<file path="src/rtl/mem_bus_arb.sv">
// ----------------------------------------------------------------------------
// mem_bus_arb
// Arbitrates one single-port memory bus between the instruction-fetch port
// (if_*) and the data port (mem_*). Only one requester owns the bus at a time.
// On a tie the data port wins unless it also won the last completed transfer,
// in which case the fetch port is granted.
// A transfer can be aborted by a programmable wait timeout.
//
// Ports
//   clk, rst             : single clock, synchronous active-high reset
//   if_req/if_addr       : fetch request and address
//   if_ack/if_rdata/if_err : fetch done pulse, fetched word, abort flag
//   mem_req/we/addr/wdata/sel : data request, write flag, address, data, byte enables
//   mem_ack/mem_rdata/mem_err : data done pulse, read word, abort flag
//   bus_*                : registered single-port bus master signals
//   stallreq             : combinational stall request to the pipeline
//
// Parameter
//   TIMEOUT              : bus wait cycles before abort, 0 disables the abort
// ----------------------------------------------------------------------------
module mem_bus_arb #(
    parameter logic [7:0] TIMEOUT = 8'd255
) (
    input  logic        clk,
    input  logic        rst,
    input  logic        if_req,
    input  logic [31:0] if_addr,
    output logic        if_ack,
    output logic [31:0] if_rdata,
    output logic        if_err,
    input  logic        mem_req,
    input  logic        mem_we,
    input  logic [31:0] mem_addr,
    input  logic [31:0] mem_wdata,
    input  logic [3:0]  mem_sel,
    output logic        mem_ack,
    output logic [31:0] mem_rdata,
    output logic        mem_err,
    output logic        bus_req,
    output logic        bus_we,
    output logic [31:0] bus_addr,
    output logic [31:0] bus_wdata,
    output logic [3:0]  bus_sel,
    input  logic        bus_ack,
    input  logic [31:0] bus_rdata,
    output logic        stallreq
);

    typedef enum logic [1:0] {
        IDLE     = 2'd0,
        IF_BUSY  = 2'd1,
        MEM_BUSY = 2'd2
    } state_t;

    state_t      r_state;
    logic        r_bus_req;
    logic        r_bus_we;
    logic [31:0] r_bus_addr;
    logic [31:0] r_bus_wdata;
    logic [3:0]  r_bus_sel;
    logic        r_if_ack;
    logic [31:0] r_if_rdata;
    logic        r_if_err;
    logic        r_mem_ack;
    logic [31:0] r_mem_rdata;
    logic        r_mem_err;
    logic [7:0]  r_wait_cnt;
    logic        r_last_mem;     // 1 when the last completed transfer belonged to mem

    logic        w_grant_mem;
    logic        w_grant_if;
    logic        w_timeout_hit;
    logic        w_stallreq;

    // Grant selection and timeout match
    always_comb begin
        w_grant_mem   = 1'b0;
        w_grant_if    = 1'b0;
        w_timeout_hit = 1'b0;
        if (mem_req && (!if_req || !r_last_mem)) begin
            w_grant_mem = 1'b1;
        end else begin
            w_grant_mem = 1'b0;
        end
        w_grant_if = if_req && !w_grant_mem;
        if ((TIMEOUT != 8'd0) && (r_wait_cnt == TIMEOUT)) begin
            w_timeout_hit = 1'b1;
        end else begin
            w_timeout_hit = 1'b0;
        end
    end

    // Stall while a request is pending and its ack is not being pulsed now
    always_comb begin
        w_stallreq = 1'b0;
        if (rst) begin
            w_stallreq = 1'b0;
        end else begin
            w_stallreq = (if_req && !r_if_ack) || (mem_req && !r_mem_ack);
        end
    end

    // Arbitration FSM with registered bus and response outputs
    always_ff @(posedge clk) begin
        if (rst) begin
            r_state     <= IDLE;
            r_bus_req   <= 1'b0;
            r_bus_we    <= 1'b0;
            r_bus_addr  <= 32'h0;
            r_bus_wdata <= 32'h0;
            r_bus_sel   <= 4'h0;
            r_if_ack    <= 1'b0;
            r_if_rdata  <= 32'h0;
            r_if_err    <= 1'b0;
            r_mem_ack   <= 1'b0;
            r_mem_rdata <= 32'h0;
            r_mem_err   <= 1'b0;
            r_wait_cnt  <= 8'd0;
            r_last_mem  <= 1'b0;
        end else begin
            // ack/err are single-cycle pulses
            r_if_ack  <= 1'b0;
            r_if_err  <= 1'b0;
            r_mem_ack <= 1'b0;
            r_mem_err <= 1'b0;
            case (r_state)
                IDLE: begin
                    if (w_grant_mem) begin
                        r_state     <= MEM_BUSY;
                        r_bus_req   <= 1'b1;
                        r_bus_we    <= mem_we;
                        r_bus_addr  <= mem_addr;
                        r_bus_wdata <= mem_wdata;
                        r_bus_sel   <= mem_sel;
                        r_wait_cnt  <= 8'd0;
                    end else if (w_grant_if) begin
                        r_state     <= IF_BUSY;
                        r_bus_req   <= 1'b1;
                        r_bus_we    <= 1'b0;
                        r_bus_addr  <= if_addr;
                        r_bus_wdata <= 32'h0;
                        r_bus_sel   <= 4'b1111;
                        r_wait_cnt  <= 8'd0;
                    end else begin
                        // A late or spurious bus_ack lands here and is ignored
                        r_bus_req   <= 1'b0;
                    end
                end
                IF_BUSY: begin
                    // bus_ack has priority over a simultaneous timeout match
                    if (bus_ack) begin
                        r_if_ack   <= 1'b1;
                        r_if_rdata <= bus_rdata;
                        r_bus_req  <= 1'b0;
                        r_last_mem <= 1'b0;
                        r_state    <= IDLE;
                    end else if (w_timeout_hit) begin
                        r_if_ack   <= 1'b1;
                        r_if_err   <= 1'b1;
                        r_if_rdata <= 32'h0;
                        r_bus_req  <= 1'b0;
                        r_last_mem <= 1'b0;
                        r_state    <= IDLE;
                    end else begin
                        r_wait_cnt <= r_wait_cnt + 8'd1;
                    end
                end
                MEM_BUSY: begin
                    if (bus_ack) begin
                        r_mem_ack <= 1'b1;
                        // writes leave the read-data register untouched
                        if (!r_bus_we) begin
                            r_mem_rdata <= bus_rdata;
                        end else begin
                            r_mem_rdata <= r_mem_rdata;
                        end
                        r_bus_req  <= 1'b0;
                        r_last_mem <= 1'b1;
                        r_state    <= IDLE;
                    end else if (w_timeout_hit) begin
                        r_mem_ack   <= 1'b1;
                        r_mem_err   <= 1'b1;
                        r_mem_rdata <= 32'h0;
                        r_bus_req   <= 1'b0;
                        r_last_mem  <= 1'b1;
                        r_state     <= IDLE;
                    end else begin
                        r_wait_cnt <= r_wait_cnt + 8'd1;
                    end
                end
                default: begin
                    r_state   <= IDLE;
                    r_bus_req <= 1'b0;
                end
            endcase
        end
    end

    assign bus_req   = r_bus_req;
    assign bus_we    = r_bus_we;
    assign bus_addr  = r_bus_addr;
    assign bus_wdata = r_bus_wdata;
    assign bus_sel   = r_bus_sel;
    assign if_ack    = r_if_ack;
    assign if_rdata  = r_if_rdata;
    assign if_err    = r_if_err;
    assign mem_ack   = r_mem_ack;
    assign mem_rdata = r_mem_rdata;
    assign mem_err   = r_mem_err;
    assign stallreq  = w_stallreq;

endmodule

</file>
<file path="config.mk">
export PLATFORM = sky130hd
export DESIGN_NAME = mem_bus_arb
export DESIGN_NICKNAME = d
export VERILOG_FILES = /design/src/rtl/mem_bus_arb.sv
export SDC_FILE = /design/constraint.sdc
export NUM_CORES = 1
export LEC_CHECK = 0
export ABC_AREA = 1
export ABC_CLOCK_PERIOD_IN_PS = 2150
export CAP_MARGIN = 25
export CORE_MARGIN = 2
export CORE_UTILIZATION = 41
export DETAILED_ROUTE_END_ITERATION = 16
export PLACE_DENSITY = 0.8
export SETUP_SLACK_MARGIN = 0.2
export SLEW_MARGIN = 20
export SYNTH_ARGS = -nofsm -noshare
export SYNTH_HDL_FRONTEND = slang
export SYNTH_SLANG_ARGS = --single-unit
</file>
<file path="constraint.sdc">
create_clock -name clk -period 2.15 [get_ports clk]
set_input_delay 0.43 -clock clk [delete_from_list [all_inputs] [get_ports clk]]
set_output_delay 0.43 -clock clk [all_outputs]
set_load 0.01 [all_outputs]
</file>
==> flow_metrics.py <==
metrics = {
    "run_status": {
        "status": "finished, final reports clean",
    },
    "detailed_routing": {
        "wl_per_cell_um": 15.5,
        "ant_nets": 0,
        "remaining_drc_errors": 0,
        "drt-initial-drc-count": 366,
        "num_vias": 6293,
        "avgViaCountPerCell": 5.07,
        "first_pass_iters": 6,
        "wl_mm": 19.2,
    },
    "synthesis": {
        "yosys.area_share.adder_pct": 0.845,
        "async_flop_share_pct": 0,
        "yosysUniqueCellTypes": 26,
        "synthSimpleGateAreaFrac_pct": 25.3,
        "synth-edff-count": 0,
        "synth_top_area_share_pct": 50.4,
        "synthCells": 788,
        "syn_area_um2": 5920,
        "synth_mux_area_share_pct": 0,
        "ys_seq_area_share_pct": 50.4,
        "yosys.area.top_type": "dfxtp_1",
        "synthTopCellsByCount": "nand2_1, dfxtp_1, a21oi_1",
        "yosysMostFrequentCell": "nand2_1",
        "synth_xor_area_share_pct": 0,
        "ys_warn_count": 0,
        "synthTopCellsByArea": "dfxtp_1, nand2_1, a21oi_1, o21ai_0, nand3_1",
        "syn_area_per_cell_um2": 7.52,
        "ys_ff_latch": 149,
        "synth_top_family_by_area": "simple AND/OR/NAND/NOR gates",
        "synthFlopType": "dfxtp_1",
        "syn_nets": 930,
        "synth_compound_area_share_pct": 16.2,
    },
    "die": {
        "fp.dieH_um": 124,
        "placementRows": 43,
        "initial_core_util_pct": 42.3,
        "chipWidth_um": 124,
        "coreArea_um2": 14000,
        "dieArea_um2": 15400,
        "io_pins": 277,
    },
    "critical_path": {
        "critPathBufInv": 1,
        "crit_family": "buffers and inverters",
        "setup.worst_path.class": "register to output port",
        "critPathLaunchType": "register",
        "slowest_stage": "clkdlybuf4s50_1",
        "path_max_fanout": 4,
        "crit_required_ns": 1.72,
        "arrival_ns": 1.38,
        "end_kind": "output port",
        "critPathMaxStageDelay_ns": 0.58,
        "crit_chain": "clkdlybuf4s50_1",
    },
    "timing": {
        "fmax_ghz": 0.553,
        "fin_skew_ns": 0.00732,
        "min_period_ns": 1.81,
        "finalCritPeriodShare_pct": 84.1,
        "worstMarginPinSlew_ns": 0.905,
        "rsz0062_at_grt": "false",
        "max-slew-margin-rel_pct": 39.7,
        "slew_violations": 0,
        "hold_viol": 0,
        "setup_viol": 0,
        "fin_setup_tns_ns": 0,
    },
    "clock_network": {
        "clockBufferDepth": 2,
        "cts_tree": "built",
        "clkSinkCount": 149,
        "h-tree-depth": 4,
        "clk_latency_ns": 0.42,
        "path_clk_slew_ns": 0.06,
        "cts_buffers": 17,
        "holdBufCountCts": 0,
        "cts-root-buf": "clkbuf_16",
    },
    "layout": {
        "final_layout_size_suffix_gt1_share_pct": 6.51,
        "final_area_um2": 9470,
        "syn_to_final_growth_pct": 59.8,
        "nNetsFinal": 1189,
        "fillers": 1173,
    },
    "place": {
        "hpwl_mm": 13.3,
        "io_buffers": 276,
        "post_dp_cell_area_um2": 8830,
        "routabilityCongestion": 0.850,
    },
    "pwr": {
        "p_leak_nw": 3.62,
        "peakVddDrop_mv": 0.560,
        "p_total_mw": 7.70,
        "powerDensity_nw_per_um2": 813,
    },
    "flow_run": {
        "cap_violations": 0,
    },
    "global_route": {
        "grt_pass1_wl_mm": 28.6,
        "grt_pass1_vias": 5693,
        "antenna_found_initial": 0,
        "grt_usage_pct": 24.1,
        "grt_max_degree": 84,
        "grt_overflow": 0,
    },
    "worst_hold_path": {
        "min-delay-path-class": "input pin to register",
    },
}
[repair_timing]
item	4_1_cts	5_1_grt
endpoints found under the setup margin	1	10
buffers inserted	0	0
gates resized for setup	1	5
[layer usage]
metal / wire length [um] / global-route usage, % / up-vias
li1: - / - / 3135
met1: 7390 / 27.7 / 2873
met2: 9590 / 41.1 / 234
met3: 1510 / 6.64 / 51
met4: 712 / 11.7 / 0
met5: 0 / 0 / -
[power by group]
part / leakage [nW] / internal (mW) / switching (mW)
sequential: 1.22 / 2.96 / 0.106
combinational: 2.11 / 0.768 / 0.738
clock: 0.291 / 1.97 / 1.16
total: 3.62 / 5.70 / 2.00
[layout make-up]
type | instances | area (um2) | area share, %
Sequential cell | 149 | 2980 | 31.5
Timing Repair Buffer | 297 | 2970 | 31.3
Multi-Input combinational cell | 545 | 2520 | 26.7
Clock buffer | 19 | 443 | 4.68
Tap cell | 180 | 225 | 2.38
Clock inverter | 13 | 181 | 1.92
Inverter | 37 | 139 | 1.47
Antenna cell | 1 | 2.50 | 0.0264
[logic make-up after synthesis]
family | count (synthesis)
flip-flops | 149
AO/OA/AOI/OAI | 181
buffers and inverters | 94
AND/OR/NAND/NOR | 360
adder cells (fa/ha/maj) | 4
[registers in the layout, indices dropped and copies added, names as in the netlist]
name / count
r_wait_cnt: 8
if_ack: 1
bus_addr: 32
mem_rdata: 32
bus_req: 1
bus_sel: 4
if_rdata: 32
mem_ack: 1
bus_wdata: 32
r_last_mem: 1
if_err: 1
r_state: 2
mem_err: 1
bus_we: 1
[path summary, 6_finish.rpt]
path | depth (start not counted) | start | endpoint | slack (ns)
max reg2reg | 9 | r_wait_cnt[0]$_SDFFE_PP0P_ | mem_rdata[20]$_SDFFE_PP0P_ | 0.39
max | 1 | bus_we$_SDFFE_PP0P_ | bus_we | 0.34
min reg2reg | 2 | mem_rdata[12]$_SDFFE_PP0P_ | mem_rdata[12]$_SDFFE_PP0P_ | 0.46
min | 4 | bus_ack | if_err$_SDFF_PP0_ | 0.39
[placed cells by master (no fill, tap or decap), types with 2 or more instances in the layout]
cell             count
ha_1                 3
inv_2                3
nor2_1              29
dfxtp_1            148
clkinvlp_4           5
inv_1               34
buf_4               16
clkdlybuf4s50_1    273
o21ai_1              6
o21ai_0             56
clkinv_2             3
a31oi_1             32
nand4_1             25
nand2_1            255
bufinv_16            4
buf_12               5
clkbuf_16           17
nand3_1             43
buf_2                2
a21oi_1             84
nand2_2              3
nor2_4               2
[through the flow]
stage | hold slack, ns | setup WS (ns) | instances | util, %
3_5_place_dp | 0.452 | -0.0395 | 1208 | 63.1
6_report | 0.394 | 0.342 | 1241 | 67.7
2_1_floorplan | 0.456 | 0.577 | 788 | -
5_1_grt | 0.403 | 0.213 | 1240 | 67.7
3_3_place_gp | 0.448 | -0.0288 | 1208 | 63.1
4_1_cts | 0.369 | 0.234 | 1240 | 67.6
No activity file was read; power rests on OpenSTA's default activity.
